**src/rtl/exc_ctrl_if.sv**
```systemverilog
// exc_ctrl_if: CP0, decode and fetch signals seen by the exception controller.
interface exc_ctrl_if;
   logic [5:0]  irq_in;
   logic        timer_irq;
   logic [5:0]  intr_out;
   logic [31:0] status;
   logic [31:0] cause;
   logic [31:0] epc;
   logic        id_valid;
   logic        id_syscall;
   logic        id_eret;
   logic [31:0] id_pc;
   logic        pipe_ready;
   logic        stall;
   logic        flush;
   logic [31:0] excptype;
   logic [31:0] exc_pc;
   logic        redirect_valid;
   logic [31:0] redirect_pc;
   logic        busy;
   modport master (
      input  irq_in, timer_irq, status, cause, epc, id_valid, id_syscall, id_eret, id_pc, pipe_ready,
      output intr_out, stall, flush, excptype, exc_pc, redirect_valid, redirect_pc, busy
   );
   modport slave (
      output irq_in, timer_irq, status, cause, epc, id_valid, id_syscall, id_eret, id_pc, pipe_ready,
      input  intr_out, stall, flush, excptype, exc_pc, redirect_valid, redirect_pc, busy
   );
endinterface

```
**src/rtl/exc_ctrl.sv**
```systemverilog
// exc_ctrl: exception/interrupt sequencer (stall, drain, commit, redirect) feeding CP0.
// EXC_CTRL_IRQ_SYNC_EN selects a 2-flop irq_in synchronizer instead of a single stage.
module exc_ctrl #(
   parameter logic [31:0] EXC_VECTOR    = 32'h0000_0040,
   parameter int unsigned DRAIN_TIMEOUT = 15
) (
   input  logic       clk,
   input  logic       rst,
   exc_ctrl_if.master bus
);
   typedef enum logic [1:0] {IDLE, DRAIN, COMMIT, REDIRECT} state_t;
   state_t      state_q, state_d;
   logic [31:0] lat_type_q, lat_type_d, lat_pc_q, lat_pc_d;
   logic [31:0] excptype_q, excptype_d, exc_pc_q, exc_pc_d;
   logic [7:0]  cnt_q, cnt_d;
   logic        busy_q, busy_d, flush_q, flush_d, redirect_valid_q, redirect_valid_d;
   logic        irq_pend;
   logic [31:0] ev_type;
   logic [5:0]  sync_q;
   logic        unused_ok;
   assign unused_ok = ^{bus.status[31:16], bus.status[9:2], bus.cause[31:16], bus.cause[9:0]};
   always_comb begin
      irq_pend   = bus.status[0] & ~bus.status[1] & |(bus.cause[15:10] & bus.status[15:10]);
      ev_type    = irq_pend                        ? 32'h004 :
                   (bus.id_valid & bus.id_syscall) ? 32'h100 :
                   (bus.id_valid & bus.id_eret)    ? 32'h200 : 32'h0;
      state_d    = state_q;
      lat_type_d = lat_type_q;
      lat_pc_d   = lat_pc_q;
      cnt_d      = cnt_q;
      case (state_q)
         IDLE: if (ev_type != 32'h0) begin
            state_d    = DRAIN;
            lat_type_d = ev_type;
            lat_pc_d   = bus.id_pc;
            cnt_d      = 8'(DRAIN_TIMEOUT);
         end
         DRAIN: begin
            state_d = (bus.pipe_ready || cnt_q == 8'd0) ? COMMIT : DRAIN;
            cnt_d   = (cnt_q == 8'd0) ? cnt_q : cnt_q - 8'd1;
         end
         COMMIT:  state_d = REDIRECT;
         default: state_d = IDLE;
      endcase
      busy_d           = state_d != IDLE;
      flush_d          = state_d == COMMIT;
      redirect_valid_d = state_d == REDIRECT;
      excptype_d       = flush_d ? lat_type_d : 32'h0;
      exc_pc_d         = flush_d ? lat_pc_d : 32'h0;
   end
   always_ff @(posedge clk) begin
      if (rst) begin
         state_q          <= IDLE;
         lat_type_q       <= '0;
         lat_pc_q         <= '0;
         cnt_q            <= '0;
         busy_q           <= 1'b0;
         flush_q          <= 1'b0;
         redirect_valid_q <= 1'b0;
         excptype_q       <= '0;
         exc_pc_q         <= '0;
      end else begin
         state_q          <= state_d;
         lat_type_q       <= lat_type_d;
         lat_pc_q         <= lat_pc_d;
         cnt_q            <= cnt_d;
         busy_q           <= busy_d;
         flush_q          <= flush_d;
         redirect_valid_q <= redirect_valid_d;
         excptype_q       <= excptype_d;
         exc_pc_q         <= exc_pc_d;
      end
   end
`ifdef EXC_CTRL_IRQ_SYNC_EN
   logic [5:0] meta_q;
   always_ff @(posedge clk) begin
      meta_q <= rst ? 6'h0 : bus.irq_in;
      sync_q <= rst ? 6'h0 : meta_q;
   end
`else
   always_ff @(posedge clk) sync_q <= rst ? 6'h0 : bus.irq_in;
`endif
   // timer_irq is already synchronous to clk, so it bypasses the sync stage
   assign bus.intr_out       = {sync_q[5] | bus.timer_irq, sync_q[4:0]};
   assign bus.busy           = busy_q;
   assign bus.stall          = busy_q;
   assign bus.flush          = flush_q;
   assign bus.excptype       = excptype_q;
   assign bus.exc_pc         = exc_pc_q;
   assign bus.redirect_valid = redirect_valid_q;
   // eret target reads live epc: CP0 has already updated it on the COMMIT edge
   assign bus.redirect_pc    = !redirect_valid_q ? 32'h0 :
                               (lat_type_q == 32'h200) ? bus.epc : EXC_VECTOR;
endmodule

```
**src/flat_wrapper.sv**
```systemverilog
// flat-port wrapper written by rule: the top's interface ports become plain ports
module exc_ctrl_flat 
#(
   parameter logic [31:0] EXC_VECTOR    = 32'h0000_0040,
   parameter int unsigned DRAIN_TIMEOUT = 15
)
  (clk, rst, bus_irq_in, bus_timer_irq, bus_status, bus_cause, bus_epc, bus_id_valid, bus_id_syscall, bus_id_eret, bus_id_pc, bus_pipe_ready, bus_intr_out, bus_stall, bus_flush, bus_excptype, bus_exc_pc, bus_redirect_valid, bus_redirect_pc, bus_busy);
  exc_ctrl_if bus_i ();
  input  logic clk;
  input  logic rst;
  input wire logic [$bits(bus_i.irq_in)-1:0] bus_irq_in;
  input wire logic [$bits(bus_i.timer_irq)-1:0] bus_timer_irq;
  input wire logic [$bits(bus_i.status)-1:0] bus_status;
  input wire logic [$bits(bus_i.cause)-1:0] bus_cause;
  input wire logic [$bits(bus_i.epc)-1:0] bus_epc;
  input wire logic [$bits(bus_i.id_valid)-1:0] bus_id_valid;
  input wire logic [$bits(bus_i.id_syscall)-1:0] bus_id_syscall;
  input wire logic [$bits(bus_i.id_eret)-1:0] bus_id_eret;
  input wire logic [$bits(bus_i.id_pc)-1:0] bus_id_pc;
  input wire logic [$bits(bus_i.pipe_ready)-1:0] bus_pipe_ready;
  output wire logic [$bits(bus_i.intr_out)-1:0] bus_intr_out;
  output wire logic [$bits(bus_i.stall)-1:0] bus_stall;
  output wire logic [$bits(bus_i.flush)-1:0] bus_flush;
  output wire logic [$bits(bus_i.excptype)-1:0] bus_excptype;
  output wire logic [$bits(bus_i.exc_pc)-1:0] bus_exc_pc;
  output wire logic [$bits(bus_i.redirect_valid)-1:0] bus_redirect_valid;
  output wire logic [$bits(bus_i.redirect_pc)-1:0] bus_redirect_pc;
  output wire logic [$bits(bus_i.busy)-1:0] bus_busy;
  assign bus_i.irq_in = bus_irq_in;
  assign bus_i.timer_irq = bus_timer_irq;
  assign bus_i.status = bus_status;
  assign bus_i.cause = bus_cause;
  assign bus_i.epc = bus_epc;
  assign bus_i.id_valid = bus_id_valid;
  assign bus_i.id_syscall = bus_id_syscall;
  assign bus_i.id_eret = bus_id_eret;
  assign bus_i.id_pc = bus_id_pc;
  assign bus_i.pipe_ready = bus_pipe_ready;
  assign bus_intr_out = bus_i.intr_out;
  assign bus_stall = bus_i.stall;
  assign bus_flush = bus_i.flush;
  assign bus_excptype = bus_i.excptype;
  assign bus_exc_pc = bus_i.exc_pc;
  assign bus_redirect_valid = bus_i.redirect_valid;
  assign bus_redirect_pc = bus_i.redirect_pc;
  assign bus_busy = bus_i.busy;
  exc_ctrl #(.EXC_VECTOR(EXC_VECTOR), .DRAIN_TIMEOUT(DRAIN_TIMEOUT)) u_core (.clk(clk), .rst(rst), .bus(bus_i));
endmodule
```
**config.mk**
```make
export PLATFORM = sky130hd
export DESIGN_NAME = exc_ctrl_flat
export DESIGN_NICKNAME = d
export VERILOG_FILES = /design/src/rtl/exc_ctrl_if.sv /design/src/rtl/exc_ctrl.sv /design/src/flat_wrapper.sv
export SDC_FILE = /design/constraint.sdc
export NUM_CORES = 1
export LEC_CHECK = 0
export CORE_MARGIN = 1.5
export CORE_UTILIZATION = 40
export DETAILED_ROUTE_END_ITERATION = 16
export PLACE_DENSITY = 0.83
export RECOVER_POWER = 50
export SYNTH_ARGS = -nofsm -noshare
export SYNTH_HDL_FRONTEND = slang
export SYNTH_SLANG_ARGS = --single-unit
```
**constraint.sdc**
```tcl
create_clock -name clk -period 2.1 [get_ports clk]
set_input_delay 0.42 -clock clk [delete_from_list [all_inputs] [get_ports clk]]
set_output_delay 0.42 -clock clk [all_outputs]
set_load 0.02 [all_outputs]
```
==> results.yml, run 1 <==
outcome:
  status: "finished with violations"
  violations: "setup timing"
global_routing:
  overflow: 0
  grt_pass1_wl_um: 21200
  grt_max_degree: 31
  grt_pass1_vias: 4327
  grt_usage_pct: 20.3
  antenna_found_initial: 0
power:
  power_frac_comb_pct: 13.5
  p_clk_share_pct: 43.4
  switching_share_pct: 24.6
  power_switching_mw: 1.70
  power_mw: 6.92
  p_leak_nw: 3.33
  vdd_drop_max_mv: 0.475
  seq_power_share_pct: 43.1
  p_per_area_mw_per_mm2: 854
  p_int_mw: 5.22
yosys:
  yosysWarnings: 0
  synth_top_family_by_area: "simple AND/OR/NAND/NOR gates"
  synth-main-ff-cell: "dfxtp_1"
  synthTopCellsByCount: "147 x dfxtp_1, 89 x and2_1, 71 x a21oi_1"
  synthesis.area_mm2: 0.00509
  yosysSeqAreaShare_pct: 57.8
  syn_avg_cell_area_um2: 10.1
  synthXorXnorAreaFrac_pct: 0.860
  syn-num-nets: 645
  yosysUniqueCellTypes: 47
  synthSimpleGateAreaFrac_pct: 18.0
  synth_edf_count: 0
  synth_top_area_cell: "dfxtp_1"
  yosysMostFrequentCell: "dfxtp_1"
  synth_cells: 503
  synth_top_area_share_pct: 57.8
  synthTopCellsByArea: "dfxtp_1 58%, and2_1 11%, a21oi_1 7.0%"
  synthAdderAreaFrac_pct: 0.246
  synthMuxAreaShare_pct: 0
  synth-async-reset-ratio_pct: 0
  synth_compound_area_share_pct: 18.0
  synth_seq_cells: 147
layout:
  num_antenna_cells: 0
  drive_above_1_share_pct: 19.6
  stdcell_count: 891
  fillCellCount: 1023
  syn_to_final_growth_pct: 58.9
  final_nets: 849
  regArea_mm2: 0.00295
  multi_input_area_mm2: 0.00203
timing:
  min_period_ns: 2.55
  clock.fmax_ghz: 0.393
  tns_ns: -14.82
  relSlewSlack_pct: 20.8
  worstMarginPinSlew_ns: 1.19
  hold_viol: 0
  final_max_slew_viol_count: 0
  rsz0062_at_grt: "true"
  skew_ns: 0.00749
  setup_viol: 75
  finalCritPeriodShare_pct: 121
  fin_ws_ns: -0.447
cts:
  clockBufferDepth: 2
  numCtsBuffers: 17
  hold_buffers: 0
  cts_tree: "built"
  clk_pin_slew_ns: 0.06
  cts.sinks: 147
  htreeDepth: 4
  clk_latency_ns: 0.41
  clockRootBuffer: "clkbuf_16"
setup_path:
  crit_type: "reg -> out"
  cp-end-kind: "output pin"
  crit_start: "u_core.lat_type_q[6]"
  worstPathRequired_ns: 1.68
  ff2ff_setup_slack_ns: -0.11
  cpPeakStageDelay_ns: 0.34
  arrival_ns: 2.13
  path_cells: "nor4_4, nand4_1, nor3_4, buf_12, clkbuf_16, and2_4, buf_6"
  r2r_start: "u_core.cnt_q[0]"
  cp_slowest_cell: "dfxtp_2"
  critPathLaunchType: "flop"
  critPathMaxFanout: 7
floorplanning:
  ioPinCount: 247
  rows: 41
  core_mm2: 0.0125
  die_h_um: 116
  die_w_um: 116
  initial_utilization_pct: 40.7
  die_area_mm2: 0.0134
placement:
  place_ws_ns: -0.448
  dp_cells: 854
  place_congestion: 0.833
  port_buffers: 196
  dpl.hpwl_um: 9300
detailed_routing:
  via_count: 4337
  vias_per_cell: 4.87
  drt-total-wl_um: 13700
  first_iter_violations: 205
  drtPass1Iterations: 4
  drc: 0
  wl_per_cell_um: 15.4
  drtAntennaViolNets: 0
run:
  drv_cap: 0
min_path:
  worstHoldStart: "rst"
  hold_class: "in -> reg"
-- power groups by stage --
stage,sequential [mW],clock (mW),combinational (mW)
3_3_place_gp,3.03,0,0.902
2_1_floorplan,3.06,0,0.506
6_report,2.98,3.00,0.936
5_1_grt,2.99,3.16,1.02
4_1_cts,2.98,3.04,0.946
3_5_place_dp,3.04,0,0.933
-- worst paths after layout --
kind | to | cells past startpoint
setup / recovery | bus_redirect_pc[19] | 7
hold / removal | u_core.bus.redirect_valid | 2
setup reg to reg | u_core.bus.exc_pc[0] | 7
hold reg to reg | u_core.bus.excptype[2] | 2
-- critical path, delay by kind of cell, from the launching register on --
kind,cells,cell delay (ns)
AND/OR/NAND/NOR,4,0.95
buffers and inverters,3,0.42
flip-flops,1,0.34
-- sequential cells by signal, indices dropped and copies added (netlist names) --
| register | count |
|---|---|
| u_core.bus.busy | 1 |
| u_core.bus.exc_pc | 32 |
| u_core.bus.excptype | 32 |
| u_core.bus.flush | 1 |
| u_core.bus.redirect_valid | 1 |
| u_core.cnt_q | 8 |
| u_core.lat_pc_q | 32 |
| u_core.lat_type_q | 32 |
| u_core.state_q | 2 |
| u_core.sync_q | 6 |
-- metal layers --
metal | vias to the layer above | GRT usage, % | share of wire (%)
met3 | 16 | 5.81 | 5.5
met5 | - | 0 | 0
met4 | 0 | 6.99 | 1.4
li1 | 2154 | - | -
met2 | 143 | 35.5 | 51
met1 | 2024 | 23.9 | 42
-- cell type report --
cell class,instances,area share (%)
repair buffers,226,28.1
well taps,172,2.66
clock inverters,12,1.95
multi-input cells,309,25.1
clock buffers,19,5.35
inverters,6,0.340
flip-flops and latches,147,36.4
-- what timing repair did --
action | 4_1_cts | 5_1_grt
setup endpoints to repair | 32 | 58
cloned | 2 | 1
pin swaps | 17 | 25
gates resized for setup | 218 | 21
setup buffers | 2 | 2
-- through the flow --
step	hold slack [ns]	utilization, %	area, um2
2_1_floorplan	0.426	-	5090
3_3_place_gp	0.452	57.8	7240
3_5_place_dp	0.460	57.8	7240
4_1_cts	0.357	64.2	8040
5_1_grt	0.504	64.7	8100
6_report	0.473	64.7	8100
-- cells by family after synthesis --
| logic type | after synthesis |
|---|---|
| AOI/OAI and AO/OA | 156 |
| and+or+nand+nor | 147 |
| DFF | 147 |
| buffers and inverters | 47 |
| xor gates and xnor gates | 5 |
| adders and majority gates | 1 |
-- placed cells by master, fill, tap and decap left out, types with 3 or more instances in the layout --
| master | n |
|---|---|
| a21oi_1 | 71 |
| a22oi_1 | 3 |
| a31oi_1 | 3 |
| and2_1 | 58 |
| and2_4 | 31 |
| buf_4 | 19 |
| buf_6 | 31 |
| bufinv_16 | 3 |
| clkbuf_1 | 8 |
| clkbuf_16 | 18 |
| clkdlybuf4s50_1 | 89 |
| clkinvlp_4 | 3 |
| dfxtp_1 | 142 |
| dfxtp_2 | 5 |
| dlygate4sd3_1 | 74 |
| inv_1 | 5 |
| inv_6 | 3 |
| nand2_1 | 6 |
| nand2b_1 | 3 |
| nand4_1 | 3 |
| nor2_1 | 9 |
| nor2b_1 | 10 |
| nor4_1 | 3 |
| nor4_2 | 4 |
| o211ai_1 | 32 |
| o21ai_0 | 36 |
| or3_1 | 3 |
| xnor2_1 | 3 |
No activity file was read; power rests on OpenSTA's default activity.
==> run 2, diff against run 1 <==
- CORE_MARGIN: 1.5 -> 5
==> results.yml, run 2 (synthesis gave the netlist of run 1 again) <==
cts:
  htreeDepth: 4
  cts.sinks: 147
  clockRootBuffer: "clkbuf_16"
  hold_buffers: 0
  clk_pin_slew_ns: 0.06
  cts_tree: "built"
  clk_latency_ns: 0.42
  clockBufferDepth: 2
  numCtsBuffers: 17
detailed_routing:
  drtPass1Iterations: 5
  via_count: 4479
  drc: 0
  drtAntennaViolNets: 0
  first_iter_violations: 301
  vias_per_cell: 5.03
  wl_per_cell_um: 17.1
  drt-total-wl_um: 15200
floorplanning:
  die_h_um: 123
  die_w_um: 123
  core_mm2: 0.0126
  rows: 41
  die_area_mm2: 0.0151
  ioPinCount: 247
  initial_utilization_pct: 40.5
global_routing:
  grt_max_degree: 36
  grt_pass1_wl_um: 22700
  antenna_found_initial: 0
  overflow: 0
  grt_pass1_vias: 4555
  grt_usage_pct: 19.3
min_path:
  hold_class: "in -> reg"
  hold_path_depth: 2
placement:
  place_congestion: 0.760
  placed_cell_area_mm2: 0.00726
  dpl.hpwl_um: 9940
  port_buffers: 196
outcome:
  violations: "setup timing"
  status: "finished with violations"
timing:
  hold_viol: 0
  skew_ns: 0.00656
  clock.fmax_ghz: 0.386
  relSlewSlack_pct: 3.39
  final_max_slew_viol_count: 0
  whs_ns: 0.360
  worstMarginPinSlew_ns: 1.45
  rsz0062_at_grt: "true"
  finalCritPeriodShare_pct: 123
  fin_ws_ns: -0.489
  setup_viol: 44
  min_period_ns: 2.59
power:
  vdd_drop_max_mv: 0.477
  switching_share_pct: 22.9
  seq_power_share_pct: 40.8
  power_frac_comb_pct: 12.8
  p_int_mw: 5.63
  power_mw: 7.30
  p_clk_share_pct: 46.4
  p_leak_nw: 3.41
  power_switching_mw: 1.67
  p_per_area_mw_per_mm2: 890
layout:
  final_cell_mix: "139 x dfxtp_1, 89 x clkdlybuf4s50_1, 74 x dlygate4sd3_1, 71 x a21oi_1, 55 x and2_1"
  final_area_mm2: 0.00821
  final_nets: 849
  fillCellCount: 966
  syn_to_final_growth_pct: 61.1
  final_common_cell: "dfxtp_1"
  drive_above_1_share_pct: 20.0
  num_antenna_cells: 0
setup_path:
  path_common_cell: "buf_12"
  crit_type: "reg -> out"
  crit_start: "u_core.lat_type_q[23]"
  worstPathRequired_ns: 1.68
  cp_slowest_cell: "dfxtp_2"
  crit_end: "bus_redirect_pc[26]"
  ff2ff_setup_slack_ns: -0.03
  cp-end-kind: "output pin"
  path_cells: "nor4_4, nand4_1, nor3_4, buf_12, buf_12, and2_4, buf_6"
  r2r_cells: 7
  critPathLaunchType: "flop"
  r2r_end: "u_core.bus.excptype[16]"
  cpPeakStageDelay_ns: 0.34
  r2r_start: "u_core.cnt_q[0]"
  critPathMaxFanout: 8
  arrival_ns: 2.17
run:
  drv_cap: 0
[run 2: cell types whose count changed in the layout (fill, tap and decap cells not counted), sizes merged]
cell      delta
clkinvlp     -2
inv          -2
clkinv       -2
clkbuf       +1
bufinv       +3
buf          +2
[run 2: cell type report]
class / instances / area, um2 / share of cell area, %
Inverter: 6 / 25.0 / 0.305
Timing Repair Buffer: 226 / 2300 / 28.0
Sequential cell: 147 / 2950 / 36.0
Tap cell: 172 / 215 / 2.62
Clock inverter: 9 / 201 / 2.45
Multi-Input combinational cell: 309 / 2050 / 24.9
Clock buffer: 22 / 464 / 5.66
[run 2: worst max-delay path: cells and delay by family (launching register included)]
kind / cells / cell delay (ns)
AND/OR/NAND/NOR: 4 / 1.00
flip-flops: 1 / 0.34
buffers and inverters: 3 / 0.41
[run 2: worst min path at each step]
stage | start | endpoint | slack [ns]
floorplan | u_core.lat_type_q[2] | u_core.bus.excptype[2] | 0.43
global placement | u_core.lat_type_q[10] | u_core.lat_type_q[10] | 0.46
detailed placement | u_core.lat_type_q[14] | u_core.bus.excptype[14] | 0.46
CTS | rst | u_core.cnt_q[1] | 0.25
global route | rst | u_core.cnt_q[1] | 0.42
finish | rst | u_core.cnt_q[1] | 0.36
[run 2: metrics by stage]
stage                     utilization (%)  setup slack, ns  instances  TNS [ns]
final                                65.3           -0.489        891    -14.99
after global placement               57.7           -0.430        853    -20.81
after detailed placement             57.7           -0.504        853    -27.82
after floorplan                         -            0.204        503         0
after CTS                            64.6           -0.401        886    -12.16
after global routing                 65.3           -0.542        891    -25.08
[run 2: power groups by stage]
| stage | Combinational (mW) | Clock [mW] | Sequential, mW |
|---|---|---|---|
| final | 0.931 | 3.39 | 2.98 |
| after global routing | 1.02 | 3.57 | 2.99 |
| after CTS | 0.951 | 3.43 | 2.98 |
| after detailed placement | 0.938 | 0 | 3.04 |
| after global placement | 0.903 | 0 | 3.03 |
| after floorplan | 0.506 | 0 | 3.06 |
[run 2: routing by layer]
layer / up-vias / track usage (%) / wire [um]
met5: - / 0 / 0
met4: 0 / 7.70 / 295
met3: 27 / 5.62 / 1040
met2: 179 / 33.5 / 7950
met1: 2124 / 22.3 / 5960
li1: 2149 / - / -
[run 2: timing repair]
| item | 4_1_cts | 5_1_grt |
|---|---|---|
| cloned | 1 | 2 |
| pin swaps | 8 | 36 |
| endpoints found under the setup margin | 32 | 64 |
| buffers inserted | 3 | 3 |
| resized for setup | 220 | 27 |
==> RTL edit, RTL diff (flow settings as in run 1) <==
Encoding of `state_t`: now Gray code (2 bits for 4 states).
--- a/src/rtl/exc_ctrl.sv
+++ b/src/rtl/exc_ctrl.sv
@@ -8,7 +8,7 @@
    input  logic       rst,
    exc_ctrl_if.master bus
 );
-   typedef enum logic [1:0] {IDLE, DRAIN, COMMIT, REDIRECT} state_t;
+   typedef enum logic [1:0] {IDLE = 2'b00, DRAIN = 2'b01, COMMIT = 2'b11, REDIRECT = 2'b10} state_t;
    state_t      state_q, state_d;
    logic [31:0] lat_type_q, lat_type_d, lat_pc_q, lat_pc_d;
    logic [31:0] excptype_q, excptype_d, exc_pc_q, exc_pc_d;
Formal check against the unedited RTL: no difference found for any inputs over 10 cycles, from zero or initial values and one cycle with rst high; not proved beyond that.
==> RTL edit against run 1 <==
Wire length decreased by 0.13%; worst hold slack got worse by 0.0027 ns; critical path depth decreased by 1; sequential cell count unchanged; the flow still finishes with violations (setup timing); setup slack improved by 0.086 ns; combinational power decreased by 20%; design area increased by 1.5%; power decreased by 6.4%; synthesized area increased by 3.9%.
==> RTL edit: results (changes against run 1) <==
* Final setup viols: 33 (-56%)
- The run finished, with violations left.
* Global-route wire length before repair: 22030 µm (+4.1%)
* Class of the worst hold path: reg2reg
* Placer congestion estimate: 0.7463 (-10%)
* Worst-path fanout max: 16 (+9)
- The total vias in the final route is 4260 (-1.8%).
* Number of instances resized during post-cts repair: 213 (-2.3%)
- Number of cells in the design after placement: 859 (+0.59%)
- Post-synthesis cell type count: 43 (-8.5%)
* Ranking of synthesized cells by area: dfxtp_1 56%, nand2b_1 8.0%, and3_1 7.6%
* Failing checks: setup timing
* Leak pwr: 3.492 nW (+4.8%)
- The non-filler instance count after layout is 893 (+0.22%).
* Global Route Usage Sum: 19.97% (-0.35 points)
- Final setup skew: 0.006305 ns (-0.001187 ns)
- The mean area per synthesized cell came to 10.67 µm² (+5.3%).
* Layout filler cell count: 975 (-4.7%)
- HPWL after detailed placement: 9212 µm (-0.94%)
- Worst Slack Setup Final: -0.3611 ns (+0.08575 ns)
* Initial DRC count: 157 (-23%)
- The maximum number of pins on one net before global-route repair is 88 (+180%).
* Most common library cells after synthesis: 147 x dfxtp_1, 68 x nand2b_1, 64 x and3_1
- The pin slew with the least headroom to its limit came to 1.347 ns (+0.1592 ns).
* Setup Fix Bufs, Post-CTS: 5 (+3)
- Arrival time at the worst endpoint: 2.04 ns (-0.09 ns)
* Synthesized Nets: 638 (-1.1%)
- Final layout net count: 850 (+0.12%)
- Largest vdd supply drop: 0.4804 mV (+1.1%)
- Final wirelength: 13670 µm (-0.13%)
- Number of global-route vias before repair: 4432 (+2.4%)
RTL edit: cell count changes in the layout (fill, tap and decap cells not counted), moves of 9 or more:
cell,change
dlygate4sd3_1,-74
clkdlybuf4s50_1,+73
nand2b_1,+65
a21oi_1,-64
and3_1,+63
o21ai_0,-36
mux2i_1,+35
o211ai_1,-32
and2_1,-26
buf_4,+11
and2_4,-9
RTL edit: kinds of logic (layout without fill, tap and decap cells):
logic type / after synthesis / after routing / synth area share (%)
XOR/XNOR: 2 / 2 / 0.3311
buffers and inverters: 44 / 269 / 4.705
AND/OR/NAND/NOR: 243 / 243 / 29.23
multiplexers: 35 / 35 / 6.621
adder cells (fa/ha/maj): 1 / 1 / 0.2364
flip-flops: 147 / 147 / 55.62
AO/OA/AOI/OAI: 24 / 24 / 3.264
RTL edit: worst max-delay path, cell delays in order (launching register included):
cell	delay, ns
dfxtp_2	0.34
nor4_4	0.29
nand4_1	0.22
nor3_4	0.28
buf_6	0.20
and2_4	0.17
buf_6	0.11
RTL edit: through the flow:
| step | area (µm²) | power (mW) | setup slack [ns] | TNS (ns) |
|---|---|---|---|---|
| floorplan | 5291 | 3.436 | 0.3070 | 0 |
| global placement | 7557 | 3.760 | -0.5859 | -16.55 |
| detailed placement | 7557 | 3.788 | -0.6030 | -17.20 |
| CTS | 8300 | 6.570 | -0.4817 | -14.88 |
| global route | 8219 | 6.732 | -0.4773 | -15.67 |
| finish | 8219 | 6.476 | -0.3611 | -10.89 |
RTL edit: power breakdown:
part | switching [mW] | internal [mW]
clock | 1.24 | 1.54
combinational | 0.363 | 0.386
sequential | 0.0597 | 2.89
total | 1.66 | 4.81
RTL edit: final cells by class:
cell class / instances / area, µm² / share of cell area [%]
clock buffers: 17 / 425.4 / 5.176
clock inverters: 15 / 123.9 / 1.507
inverters: 6 / 22.52 / 0.2740
multi-input cells: 305 / 2221 / 27.02
flip-flops and latches: 147 / 2949 / 35.88
well taps: 172 / 215.2 / 2.618
repair buffers: 231 / 2262 / 27.52
RTL edit: final timing paths:
kind / start / endpoint / slack (ns) / depth (start not counted)
min: u_core.lat_pc_q[25] / u_core.lat_pc_q[25] / 0.47 / 2
max reg2reg: u_core.cnt_q[0] / u_core.bus.excptype[9] / -0.06 / 7
max: u_core.lat_type_q[23] / bus_redirect_pc[5] / -0.36 / 6
min reg2reg: u_core.lat_pc_q[25] / u_core.lat_pc_q[25] / 0.47 / 2
RTL edit: metal layers:
metal  global-route usage, %  up-vias  share of wire (%)  wire, µm
met2                   36.26      173                 49      6744
met4                   7.088        0                1.9       257
met1                   20.91     1985                 40      5463
met3                   7.703       20                8.8      1200
li1                        -     2082                  -         -
met5                       0        -                  0         0
